`src/rtl/id_ex_control_pkg.sv`:
```
// Shared opcode/ALUOp constants and the control bundle
// carried from ID into the ID/EX register.
package id_ex_control_pkg;

    localparam logic [6:0] OP_RTYPE  = 7'b0110011;
    localparam logic [6:0] OP_LOAD   = 7'b0000011;
    localparam logic [6:0] OP_STORE  = 7'b0100011;
    localparam logic [6:0] OP_BRANCH = 7'b1100011;
    localparam logic [6:0] OP_IMM    = 7'b0010011;

    localparam logic [1:0] ALUOP_ADD   = 2'b00;
    localparam logic [1:0] ALUOP_SUB   = 2'b01;
    localparam logic [1:0] ALUOP_FUNCT = 2'b10;

    typedef struct packed {
        logic [1:0] ALUOp;
        logic       RegWrite;
        logic       MemRead;
        logic       MemWrite;
        logic       MemtoReg;
        logic       ALUSrc;
        logic       Branch;
    } ctrl_t;

    localparam ctrl_t CTRL_NOP = '0;

endpackage

```
`src/rtl/id_ex_control_main_decoder.sv`:
```
// Combinational main decoder: opcode to control bundle,
// rs2-usage flag and illegal-opcode flag.
module main_decoder
    import id_ex_control_pkg::*;
(
    input  logic [6:0] opcode,
    output ctrl_t      ctrl,
    output logic       uses_rs2,
    output logic       illegal
);

    always_comb begin
        ctrl     = CTRL_NOP;
        uses_rs2 = 1'b0;
        illegal  = 1'b0;
        unique case (1'b1)
            (opcode == OP_RTYPE): begin
                ctrl.ALUOp    = ALUOP_FUNCT;
                ctrl.RegWrite = 1'b1;
                uses_rs2      = 1'b1;
            end
            (opcode == OP_LOAD): begin
                ctrl.ALUOp    = ALUOP_ADD;
                ctrl.RegWrite = 1'b1;
                ctrl.MemRead  = 1'b1;
                ctrl.MemtoReg = 1'b1;
                ctrl.ALUSrc   = 1'b1;
            end
            (opcode == OP_STORE): begin
                ctrl.ALUOp    = ALUOP_ADD;
                ctrl.MemWrite = 1'b1;
                ctrl.ALUSrc   = 1'b1;
                uses_rs2      = 1'b1;
            end
            (opcode == OP_BRANCH): begin
                ctrl.ALUOp  = ALUOP_SUB;
                ctrl.Branch = 1'b1;
                uses_rs2    = 1'b1;
            end
            (opcode == OP_IMM): begin
                ctrl.ALUOp    = ALUOP_ADD;
                ctrl.RegWrite = 1'b1;
                ctrl.ALUSrc   = 1'b1;
            end
            default: illegal = 1'b1;
        endcase
    end

endmodule

```
`src/rtl/id_ex_control.sv`:
```
// ID-stage control: main decode, load-use hazard detection
// and the ID/EX control pipeline register.
module id_ex_control
    import id_ex_control_pkg::*;
#(
    parameter int REG_W     = 5,
    parameter int HAZARD_EN = 1
) (
    input  logic             clk,
    input  logic             reset,
    input  logic             instr_valid,
    input  logic [31:0]      Instruction,
    input  logic             flush,
    output logic             stall,
    output logic             illegal_instr,
    output logic             ex_valid,
    output logic [1:0]       ex_ALUOp,
    output logic [3:0]       ex_Funct,
    output logic             ex_RegWrite,
    output logic             ex_MemRead,
    output logic             ex_MemWrite,
    output logic             ex_MemtoReg,
    output logic             ex_ALUSrc,
    output logic             ex_Branch,
    output logic [REG_W-1:0] ex_rd,
    output logic [REG_W-1:0] ex_rs1,
    output logic [REG_W-1:0] ex_rs2
);

    ctrl_t            dec_ctrl;
    ctrl_t            ex_ctrl;
    logic             uses_rs2;
    logic             illegal;
    logic             haz;
    logic [REG_W-1:0] rd;
    logic [REG_W-1:0] rs1;
    logic [REG_W-1:0] rs2;
    logic [3:0]       funct;
    logic             bits_unused;

    main_decoder u_dec (
        .opcode   (Instruction[6:0]),
        .ctrl     (dec_ctrl),
        .uses_rs2 (uses_rs2),
        .illegal  (illegal)
    );

    assign rd          = REG_W'(Instruction[11:7]);
    assign rs1         = REG_W'(Instruction[19:15]);
    assign rs2         = REG_W'(Instruction[24:20]);
    assign funct       = {Instruction[30], Instruction[14:12]};
    assign bits_unused = ^{Instruction[31], Instruction[29:25]};

    // Load in EX whose destination feeds this instruction
    assign haz = (HAZARD_EN != 0) && instr_valid && ex_valid
               && ex_ctrl.MemRead && (ex_rd != '0)
               && ((ex_rd == rs1) || (uses_rs2 && (ex_rd == rs2)));

    assign stall = haz && !flush;

    always_ff @(posedge clk or posedge reset) begin
        if (reset) begin
            ex_valid      <= 1'b0;
            ex_ctrl       <= CTRL_NOP;
            ex_Funct      <= '0;
            ex_rd         <= '0;
            ex_rs1        <= '0;
            ex_rs2        <= '0;
            illegal_instr <= 1'b0;
        end else begin
            illegal_instr <= instr_valid && illegal && !flush;
            if (flush || haz || !instr_valid || illegal) begin
                ex_valid <= 1'b0;
                ex_ctrl  <= CTRL_NOP;
                ex_Funct <= '0;
                ex_rd    <= '0;
                ex_rs1   <= '0;
                ex_rs2   <= '0;
            end else begin
                ex_valid <= 1'b1;
                ex_ctrl  <= dec_ctrl;
                ex_Funct <= funct;
                ex_rd    <= rd;
                ex_rs1   <= rs1;
                ex_rs2   <= rs2;
            end
        end
    end

    assign ex_ALUOp    = ex_ctrl.ALUOp;
    assign ex_RegWrite = ex_ctrl.RegWrite;
    assign ex_MemRead  = ex_ctrl.MemRead;
    assign ex_MemWrite = ex_ctrl.MemWrite;
    assign ex_MemtoReg = ex_ctrl.MemtoReg;
    assign ex_ALUSrc   = ex_ctrl.ALUSrc;
    assign ex_Branch   = ex_ctrl.Branch;

endmodule

```
`config.mk`:
```
export PLATFORM = sky130hd
export DESIGN_NAME = id_ex_control
export DESIGN_NICKNAME = d
export VERILOG_FILES = /design/src/rtl/id_ex_control_pkg.sv /design/src/rtl/id_ex_control_main_decoder.sv /design/src/rtl/id_ex_control.sv
export SDC_FILE = /design/constraint.sdc
export NUM_CORES = 1
export LEC_CHECK = 0
export BUFFER_PORTS_ARGS = -buffer_cell sky130_fd_sc_hd__buf_4
export CAP_MARGIN = 20
export CORE_MARGIN = 2
export CORE_UTILIZATION = 34
export DETAILED_ROUTE_END_ITERATION = 7
export PLACE_DENSITY = 0.71
export RECOVER_POWER = 25
export SYNTH_ARGS = -nofsm -noshare
export SYNTH_HDL_FRONTEND = slang
export SYNTH_HIERARCHICAL = 1
export SYNTH_SLANG_ARGS = --single-unit
```
`constraint.sdc`:
```
create_clock -name clk -period 3.4 [get_ports clk]
set_input_delay 0.17 -clock clk [delete_from_list [all_inputs] [get_ports clk]]
set_output_delay 0.17 -clock clk [all_outputs]
set_load 0.01 [all_outputs]
```
# Yosys cells after proc, flatten, opt, wreduce, memory -nomap -nowiden
# Index checks and enable logic that the tools add are counted.
[word_totals]
input_bits = 36
out_inout_bits = 30
elab_cells = 53
reg_bits = 29
[classes]
n_reduce_logical = 19
n_eq_ne = 7
n_mux = 14
[op_table]
columns = ["op", "count"]
rows = [
  ["5-bit 2-to-1 mux", 3],
  ["7-bit by 6-bit == test with 1-bit output (second input constant)", 2],
  ["5-bit == test", 2],
  ["3-bit OR reduction", 3],
  ["1-bit logical AND", 8],
  ["1-bit 2-to-1 mux", 8],
  ["8-bit 2-to-1 mux", 1],
  ["7-bit by 2-bit == test with 1-bit output (second input constant)", 1],
  ["7-bit by 5-bit == test with 1-bit output (second input constant)", 1],
  ["7-bit == test (second input constant)", 1],
  ["5-bit nonzero test", 1],
  ["5-bit OR reduction", 1],
  ["1-bit logical OR", 4],
  ["4-bit 2-to-1 mux", 1],
  ["2-bit case mux with 2 select lines", 1],
  ["1-bit zero test", 2],
]

# Logic depth before layout (Yosys ltp)
# Gate-level depths: netlist (run 1).
[logic_depth]
depth_word = 10
depth_mapped = 8

# Hierarchy
# The synthesis (run 1) kept the hierarchy.
[by_module_without_submodules]
columns = ["mod", "seq_area_each_um2", "instances", "cells_each", "area_each_um2"]
rows = [
  ["id_ex_control", 725.7, 1, 117, 1300.0],
  ["main_decoder", 0.0, 1, 17, 140.1],
]

# Least setup slack after synthesis (run 1)
# No wires, ideal clock.
[synth_timing]
kind = "input-to-reg"
from = "in Instruction[2]"
to = "reg ex_ctrl, in the netlist ex_ALUSrc"
slack_ns = 1.972
path_stages = 7
t_arrival_ns = 1.334
setup_time_ns = 0.094
cell_sequence = "nand4bb_1 -> buf_6 -> a21o_1 -> nand2b_1 -> clkbuf_2 -> clkbuf_1 -> a211oi_1"
[synth_via]
elab_cells_between_ends = 18
[synth_lines]
columns = ["element", "line", "source"]
rows = [
  ["from (decl)", "id_ex_control.sv:12", "input logic [31:0] Instruction,"],
  ["7-bit by 5-bit == test with 1-bit output, or another cell as far along", "id_ex_control_main_decoder.sv:40", "(opcode == OP_IMM): begin"],
  ["5-bit OR reduction (no line) (*)", "-", ""],
  ["1-bit 2-to-1 mux (*)", "id_ex_control_main_decoder.sv:16", "unique case (1'b1)"],
  ["net illegal", "id_ex_control.sv:33", "logic illegal;"],
  ["1-bit logical OR (*)", "id_ex_control.sv:72", "if (flush || haz || !instr_valid || illegal) begin"],
  ["8-bit 2-to-1 mux (*)", "id_ex_control.sv:72", ""],
  ["to (signal assigned)", "id_ex_control.sv:81", "ex_ctrl <= dec_ctrl;"],
  ["to (decl)", "id_ex_control.sv:31", "ctrl_t ex_ctrl;"],
]
# The timed path passes the listed nets; every way through them passes the cells marked *.

# Worst setup path after layout (run 1)
[layout_timing]
from = "in Instruction[2]"
to = "out stall"
[layout_via]
elab_chain_len = 7
elab_cells_between_ends = 9
[layout_rtl]
columns = ["element", "line", "source"]
rows = [
  ["7-bit == test, or another cell as far along", "id_ex_control_main_decoder.sv:35", "(opcode == OP_BRANCH): begin"],
  ["3-bit OR reduction (no line) (*)", "-", ""],
  ["1-bit 2-to-1 mux (*)", "id_ex_control_main_decoder.sv:16", ""],
  ["net uses_rs2", "id_ex_control.sv:32", "logic uses_rs2;"],
  ["1-bit logical AND (*)", "id_ex_control.sv:57", "&& ((ex_rd == rs1) || (uses_rs2 && (ex_rd == rs2)));"],
  ["1-bit logical OR (*)", "id_ex_control.sv:57", ""],
  ["1-bit logical AND (*)", "id_ex_control.sv:57", ""],
  ["1-bit logical AND (*)", "id_ex_control.sv:59", "assign stall = haz && !flush;"],
  ["to (decl)", "id_ex_control.sv:14", "output logic stall,"],
]
# Marked as above.

==> results of run 1 <==
## cell usage after synthesis (3+ instances only)
cell      number
a211oi_1      18
a211oi_2      10
buf_2          3
buf_6          3
dfrtp_1       29
inv_1         30
nand2_1        3
nor3_1         3
xnor2_1       10
## registers in the layout, indices dropped and copies added (netlist names)
signal	cells
ex_rs1	5
ex_valid	1
illegal_instr	1
ex_Branch	1
ex_ALUOp	2
ex_MemRead	1
ex_rd	5
ex_Funct	4
ex_rs2	5
ex_ALUSrc	1
ex_MemWrite	1
ex_MemtoReg	1
ex_RegWrite	1
## worst paths after layout
path / start / to / slack [ns] / cells past startpoint
min: reset / ex_Funct[1] / -0.05 / 2
max in group asynchronous: reset / ex_rs1[2] / 2.39 / 3
max reg2reg: ex_rd[1] / ex_Branch / 1.70 / 4
max: Instruction[2] / stall / 1.16 / 8
min in group clk: Instruction[8] / ex_rd[1] / 0.11 / 3
min reg2reg: ex_valid / ex_rs1[0] / 0.90 / 3
## per-layer routing
metal / global-route usage / vias to the layer above / wire (um) / part of all wire
met5: 0 / - / 0 / 0
met4: 0.0654 / 0 / 56 / 0.018
met3: 0.0570 / 7 / 220 / 0.072
met2: 0.237 / 37 / 1550 / 0.51
met1: 0.172 / 539 / 1220 / 0.40
li1: - / 556 / - / -
## placed cells by master, fill, tap and decap left out, types with 2 or more instances in the layout
cell type	netlist	layout
nand2_1	3	3
dfrtp_1	29	29
nor3_1	3	3
a211oi_2	10	10
xnor2_1	10	10
nand2b_1	2	2
clkbuf_8	0	7
buf_4	2	62
nor3b_2	2	2
nand3_1	2	2
inv_1	30	30
nor3_2	2	2
a211oi_1	18	18
## kinds of logic after synthesis
group / Yosys count / share of synthesized area
xor gates and xnor gates: 10 / 0.0608
AOI/OAI and AO/OA: 32 / 0.197
and+or+nand+nor: 21 / 0.103
buffers and inverters: 42 / 0.135
DFF: 29 / 0.504
## area by class of cell
type	count	area, um^2
sequential	29	726
timing repair buffer	64	477
inverter	30	113
fill	397	2020
tap	50	62.6
clock buffer	7	96.3
clock inverter	1	5.00
multi-input combinational	63	531
## worst register-to-register path, stage by stage, from the launching register on
cell,delay [ns]
dfrtp_1,0.45
nor3_1,0.10
a21oi_2,0.56
buf_4,0.35
a211oi_1,0.12
## metrics by stage
step	std cells	setup slack [ns]	hold slack, ns	power, uW	util
after floorplan	134	1.97	0.248	385	-
after global placement	235	1.17	0.398	420	0.473
after detailed placement	235	1.15	0.401	421	0.473
after CTS	243	1.15	0.0961	733	0.498
after global routing	244	1.04	-0.00844	753	0.499
final	244	1.16	-0.0509	720	0.499
## power breakdown
part           internal [uW]  leakage (uW)  switching (uW)
clock                    182     0.0000542             124
combinational           34.6      0.000517            31.6
sequential               347      0.000404           0.742
total                    564      0.000975             156
==> impl_metrics.json, run 1 <==
{
  "outcome": "complete, but fails checks",
  "violations": "hold timing",
  "nets": 229,
  "yosysWarnings": 6,
  "clk_latency_ns": 0.28,
  "max-vdd-ir-drop_v": 0.000196,
  "synth_top_area_share": 0.504,
  "initial_core_util": 0.357,
  "avgSynthCellArea_um2": 10.7,
  "hold_path_class": "in -> async",
  "cts_max_path_buffers": 2,
  "antenna_found_initial": 0,
  "critPathSlowestCell": "nand4bb_1",
  "postCtsHoldBufs": 0,
  "synthFlopType": "dfrtp_1",
  "io_buffers": 59,
  "synth_edf_count": 0,
  "crit_top_cell": "buf_4",
  "drtIter0Drc": 28,
  "postCtsSetupRepairBufs": 0,
  "cp_top_family": "simple AND/OR/NAND/NOR gates",
  "cts_tree": "built",
  "die-area_mm2": 0.00477,
  "path_max_fanout": 14,
  "maxSlewHeadroom": 0.506,
  "areaGrowthSynthToFinish_pct": 39.5,
  "crit_buf_inv": 3,
  "hold_slack_ns": -0.0509,
  "die_width_um": 69.1,
  "dr.pass1.iters": 4,
  "clk_pin_slew_ns": 0.06,
  "async_flop_share": 1.00,
  "tightest_slew_ns": 0.741,
  "top_level_ports": 66,
  "design_area_mm2": 0.00201,
  "synthCells": 134,
  "layout-drive-gt1-share": 0.454,
  "placed_area_mm2": 0.00190,
  "synth_area_mm2": 0.00144,
  "crit_arrival_ns": 2.07,
  "start_kind": "input pin",
  "syn_nets": 170,
  "die_h_um": 69.1,
  "grt_max_degree": 30,
  "drc": 0,
  "finalSetupViolCount": 0,
  "fp-row-count": 23,
  "p_per_area_mw_per_mm2": 358,
  "leakagePower_uw": 0.000975,
  "end_kind": "output pin",
  "final-hold-violation-count": 14,
  "drt-wirelength-per-cell_um": 12.5,
  "htreeDepth": 2,
  "ys_types": 26,
  "dp.final_hpwl_um": 2360,
  "cts-root-buf": "clkbuf_8",
  "core_mm2": 0.00403,
  "period_needed_ns": 2.24,
  "crit_type": "in -> out",
  "path_cells": "buf_4, nand4bb_1, a211oi_2, nand2_1, o22ai_2, buf_4, and3b_1, buf_4",
  "critical_path.max_stage_delay_ns": 0.49,
  "period_share": 0.658,
  "ys_ff_latch": 29,
  "crit_required_ns": 3.23,
  "drtAntennaViolNets": 0,
  "routed_wl_um": 3040,
  "yosys.area.top_type": "dfrtp_1",
  "viasPerCell": 4.67,
  "vias": 1139,
  "cts.sink_count": 29,
  "drv_slew": 0,
  "grt-ovfl-total": 0,
  "gp_congestion": 0.738,
  "grt_pass1_vias": 1158,
  "cts_resized": 0,
  "ys_seq_area_frac": 0.504,
  "diodes": 0,
  "clock_skew_ns": 0.00666,
  "fin_tns_setup_ns": 0,
  "synth_area_leaders": "dfrtp_1, a211oi_1, a211oi_2",
  "rsz0062_at_grt": "false",
  "max_cap_violations": 0,
  "cts_buffers": 5,
  "grt_pass1_wl_um": 5490,
  "fmax_mhz": 447,
  "grt_use_total": 0.147
}
No activity file was read; power rests on OpenSTA's default activity.
==> run 2, diff against run 1 <==
--- a/config.mk
+++ b/config.mk
@@ -10,7 +10,7 @@
 export CORE_MARGIN = 2
 export CORE_UTILIZATION = 34
 export DETAILED_ROUTE_END_ITERATION = 7
-export PLACE_DENSITY = 0.71
+export PLACE_DENSITY = 0.74
 export RECOVER_POWER = 25
 export SYNTH_ARGS = -nofsm -noshare
 export SYNTH_HDL_FRONTEND = slang
==> constraint.sdc (replaced) <==
create_clock -name clk -period 1.9 [get_ports clk]
set_input_delay 0.095 -clock clk [delete_from_list [all_inputs] [get_ports clk]]
set_output_delay 0.095 -clock clk [all_outputs]
set_load 0.01 [all_outputs]
==> impl_metrics.json, run 2 (synthesis results as in run 1) <==
{
  "outcome": "finished clean",
  "period_needed_ns": 1.77,
  "initial_core_util": 0.357,
  "crit_buf_inv": 2,
  "gp_congestion": 0.812,
  "clk_pin_slew_ns": 0.06,
  "crit_arrival_ns": 1.68,
  "die_h_um": 69.1,
  "fin_tns_setup_ns": 0,
  "diodes": 0,
  "areaGrowthSynthToFinish_pct": 43.2,
  "cts_tree": "built",
  "period_share": 0.932,
  "vias": 1147,
  "core_mm2": 0.00403,
  "cts.sink_count": 29,
  "final-seq-area_um2": 726,
  "cp_top_family": "flip-flops",
  "drtAntennaViolNets": 0,
  "dp.final_hpwl_um": 2420,
  "drt-wirelength-per-cell_um": 12.4,
  "fillers": 383,
  "final-hold-violation-count": 0,
  "fin_ws_ns": 0.129,
  "drc": 0,
  "viasPerCell": 4.57,
  "dr.pass1.iters": 3,
  "die_width_um": 69.1,
  "p_per_area_mw_per_mm2": 601,
  "drv_slew": 0,
  "htreeDepth": 2,
  "crit_type": "reg -> out",
  "start_kind": "flip-flop",
  "drtIter0Drc": 26,
  "cts_max_path_buffers": 2,
  "grt_pass1_vias": 1193,
  "crit_required_ns": 1.80,
  "path_max_fanout": 4,
  "final_cell_mix": "buf_4, inv_1, dfrtp_1",
  "crit_top_cell": "buf_4",
  "top_level_ports": 66,
  "die-area_mm2": 0.00477,
  "end_kind": "output pin",
  "place_ws_ns": 0.157,
  "clock_skew_ns": 0.00205,
  "routed_wl_um": 3100,
  "maxSlewHeadroom": 0.544,
  "layout-drive-gt1-share": 0.463,
  "cts-root-buf": "clkbuf_8",
  "top_regs": "ex_rd x5, ex_rs1 x5, ex_rs2 x5",
  "rsz0062_at_grt": "false",
  "tightest_slew_ns": 0.684,
  "clk_latency_ns": 0.27,
  "critical_path.max_stage_delay_ns": 0.38,
  "max-vdd-ir-drop_v": 0.000232,
  "finalSetupViolCount": 0,
  "critPathSlowestCell": "dfrtp_1",
  "nets": 237,
  "path_cells": "buf_4, xnor2_1, nand4_1, o22ai_2, and3b_1, buf_4",
  "postCtsSetupRepairBufs": 0,
  "cts_buffers": 5,
  "worst-r2r-setup-slack_ns": 0.30,
  "fmax_mhz": 565,
  "total_power_uw": 1240,
  "grt_pass1_wl_um": 5350,
  "grt_max_degree": 30,
  "final_core_util": 0.512,
  "grt_use_total": 0.143,
  "leakagePower_uw": 0.00101,
  "hold_path_class": "in -> reg",
  "grt-ovfl-total": 0,
  "multiInputGateArea_um2": 538,
  "max_cap_violations": 0,
  "fp-row-count": 23,
  "io_buffers": 59,
  "antenna_found_initial": 0,
  "layout_commonest_cell": "buf_4"
}
[run 2: changes by cell type in the layout (fill, tap and decap cells not counted)]
cell / before / now
clkbuf_8: 7 / 6
buf_4: 62 / 68
a21oi_2: 1 / 0
clkbuf_1: 1 / 2
clkinv_2: 1 / 0
clkbuf_2: 0 / 1
dlygate4sd3_1: 0 / 1
a21oi_4: 0 / 1
[run 2: final timing paths]
path | start | end | cells past startpoint
setup / recovery | ex_rd[4] | stall | 6
setup reg to reg | ex_rd[4] | ex_Funct[1] | 6
min in group asynchronous | reset | ex_ALUOp[0] | 4
hold / removal | Instruction[14] | ex_Funct[2] | 3
max in group asynchronous | reset | ex_rd[3] | 4
hold reg to reg | ex_valid | ex_valid | 3
[run 2: timing repair]
item                                    in CTS  in global routing
endpoints found under the hold margin       29                  0
hold buffers                                 1                  0
resized for setup                            1                  0
endpoints found under the setup margin       1                  0
[run 2: cell type report]
| cell class | instances | share of cell area |
|---|---|---|
| sequential | 29 | 0.352 |
| multi-input combinational | 63 | 0.261 |
| timing repair buffer | 72 | 0.260 |
| clock buffer | 7 | 0.0419 |
| inverter | 30 | 0.0546 |
| tap | 50 | 0.0303 |
[run 2: routing by layer]
metal,GRT usage,part of all wire,up-vias
met4,0.0654,0.020,0
met5,0,0,-
li1,-,-,575
met1,0.154,0.39,532
met2,0.250,0.53,34
met3,0.0512,0.062,6
[run 2: per-stage QoR]
| stage | hold WS, ns | area, um^2 | cells |
|---|---|---|---|
| after detailed placement | 0.192 | 1960 | 243 |
| after CTS | 0.0239 | 2070 | 251 |
| final | 0.0358 | 2060 | 251 |
| after global routing | 0.0290 | 2060 | 251 |
| after global placement | 0.187 | 1960 | 243 |
| after floorplan | 0.173 | 1440 | 134 |
[run 2: report_power, final]
part           internal [uW]  switching (uW)
logic                   64.6            57.2
clock network            286             210
registers                621           0.879
total                    972             268
[run 2: tightest hold or removal path, cell delays in order]
cell,delay [ns]
buf_4,0.11
inv_1,0.04
a211oi_1,0.03
==> run 3, diff against run 2 <==
--- a/config.mk
+++ b/config.mk
@@ -7,10 +7,12 @@
 export LEC_CHECK = 0
 export BUFFER_PORTS_ARGS = -buffer_cell sky130_fd_sc_hd__buf_4
 export CAP_MARGIN = 20
+export CELL_PAD_IN_SITES_DETAIL_PLACEMENT = 0
+export CELL_PAD_IN_SITES_GLOBAL_PLACEMENT = 1
 export CORE_MARGIN = 2
-export CORE_UTILIZATION = 34
+export CORE_UTILIZATION = 31
 export DETAILED_ROUTE_END_ITERATION = 7
-export PLACE_DENSITY = 0.74
+export PLACE_DENSITY = 0.85
 export RECOVER_POWER = 25
 export SYNTH_ARGS = -nofsm -noshare
 export SYNTH_HDL_FRONTEND = slang
==> impl_metrics.json, run 3 (synthesis results as in run 1) <==
{
  "cts-root-buf": "clkbuf_8",
  "drt-wirelength-per-cell_um": 12.4,
  "layout.cells.non_filler": 252,
  "outcome": "finished clean",
  "io_buffers": 59,
  "maxSlewHeadroom": 0.530,
  "period_share": 0.942,
  "grt-ovfl-total": 0,
  "critPathSlowestCell": "nor3_1",
  "crit_buf_inv": 1,
  "grt_use_total": 0.133,
  "fmax_mhz": 559,
  "period_needed_ns": 1.79,
  "path_max_fanout": 22,
  "final_cell_mix": "buf_4, inv_1, dfrtp_1",
  "die_width_um": 72.2,
  "layout-drive-gt1-share": 0.460,
  "regToRegStartpoint": "ex_rd[0]",
  "clk_latency_ns": 0.27,
  "top_regs": "ex_rd x5, ex_rs1 x5, ex_rs2 x5",
  "antenna_found_initial": 0,
  "clk_pin_slew_ns": 0.06,
  "top_level_ports": 66,
  "grt_pass1_wl_um": 5110,
  "fp-row-count": 24,
  "finalSetupViolCount": 0,
  "grt_max_degree": 30,
  "crit_arrival_ns": 1.69,
  "drtAntennaViolNets": 0,
  "start_kind": "flip-flop",
  "drv_slew": 0,
  "dp.final_hpwl_um": 2350,
  "clock_skew_ns": 0.00466,
  "vias": 1138,
  "cts_buffers": 5,
  "crit_type": "reg -> out",
  "crit_required_ns": 1.80,
  "diodes": 0,
  "leakagePower_uw": 0.00100,
  "use_met2": 0.221,
  "place_ws_ns": 0.146,
  "grt_pass1_vias": 1103,
  "routed_wl_um": 3120,
  "dr.pass1.iters": 4,
  "hold_slack_ns": 0.0381,
  "path_depth": 4,
  "grt.busiest_layer": "met2",
  "drtIter0Drc": 31,
  "layout_commonest_cell": "buf_4",
  "worst-r2r-setup-slack_ns": 0.31,
  "end_kind": "output pin",
  "tightest_slew_ns": 0.706,
  "postCtsSetupRepairBufs": 0,
  "hold_path_class": "in -> reg",
  "htreeDepth": 2,
  "p_per_area_mw_per_mm2": 602,
  "drc": 0,
  "viasPerCell": 4.52,
  "fin_ws_ns": 0.111,
  "use_met3": 0.0472,
  "die-area_mm2": 0.00521,
  "max-vdd-ir-drop_v": 0.000190,
  "cts_tree": "built",
  "dpl.cell_count": 244,
  "die_h_um": 72.2,
  "core_mm2": 0.00441,
  "cts.sink_count": 29,
  "critical_path.max_stage_delay_ns": 0.41,
  "rsz0062_at_grt": "false",
  "total_power_uw": 1240,
  "rr_worst_depth": 4,
  "cp_top_family": "simple AND/OR/NAND/NOR gates",
  "hold_start": "Instruction[14]",
  "worstReg2RegEnd": "ex_rs1[1]",
  "max_cap_violations": 0,
  "path_cells": "nor3_1, a21oi_4, and3b_1, buf_4",
  "final-hold-violation-count": 0,
  "nets": 236,
  "fin_tns_setup_ns": 0,
  "gp_congestion": 0.739,
  "setup.worst_path.start": "ex_rd[0]",
  "initial_core_util": 0.326,
  "gr-usage-met1": 0.152,
  "cts_max_path_buffers": 2,
  "critical_path.endpoint": "stall",
  "areaGrowthSynthToFinish_pct": 42.8
}
[run 3: worst min-delay path by stage]
stage	endpoint	slack, ns	cells after the start
2_1_floorplan	ex_ALUOp[0]	0.17	1
3_3_place_gp	ex_rs1[4]	0.19	3
3_5_place_dp	ex_Funct[2]	0.20	3
4_1_cts	ex_Funct[2]	0.03	3
5_1_grt	ex_Funct[2]	0.03	3
6_report	ex_Funct[2]	0.04	3
[run 3: tightest hold or removal path, cell delays in order]
cell	delay, ns
buf_4	0.11
inv_1	0.04
a211oi_1	0.03
[run 3: final cells by class]
| type | instances | area, um^2 |
|---|---|---|
| fill | 437 | 2360 |
| sequential | 29 | 726 |
| multi-input combinational | 63 | 538 |
| timing repair buffer | 71 | 529 |
| inverter | 30 | 113 |
| clock buffer | 7 | 86.3 |
| tap | 52 | 65.1 |
[run 3: layer usage]
metal	wire length, um	vias to the layer above
met5	0	-
met4	39	0
met3	223	2
met2	1670	36
met1	1180	529
li1	-	571
[run 3: what timing repair did]
item	in CTS	in global routing
hold endpoints to repair	29	0
endpoints found under the setup margin	1	0
gates resized for setup	1	0
hold buffers	1	0
[run 3: through the flow]
step,utilization,area [um^2]
after detailed placement,0.444,1960
after global routing,0.466,2060
after CTS,0.467,2060
after floorplan,-,1440
after global placement,0.444,1960
final,0.466,2060
[run 3: report_power, final]
group,internal [uW],switching (uW)
Sequential,621,0.926
Clock,286,209
Combinational,64.2,57.4
Total,971,267
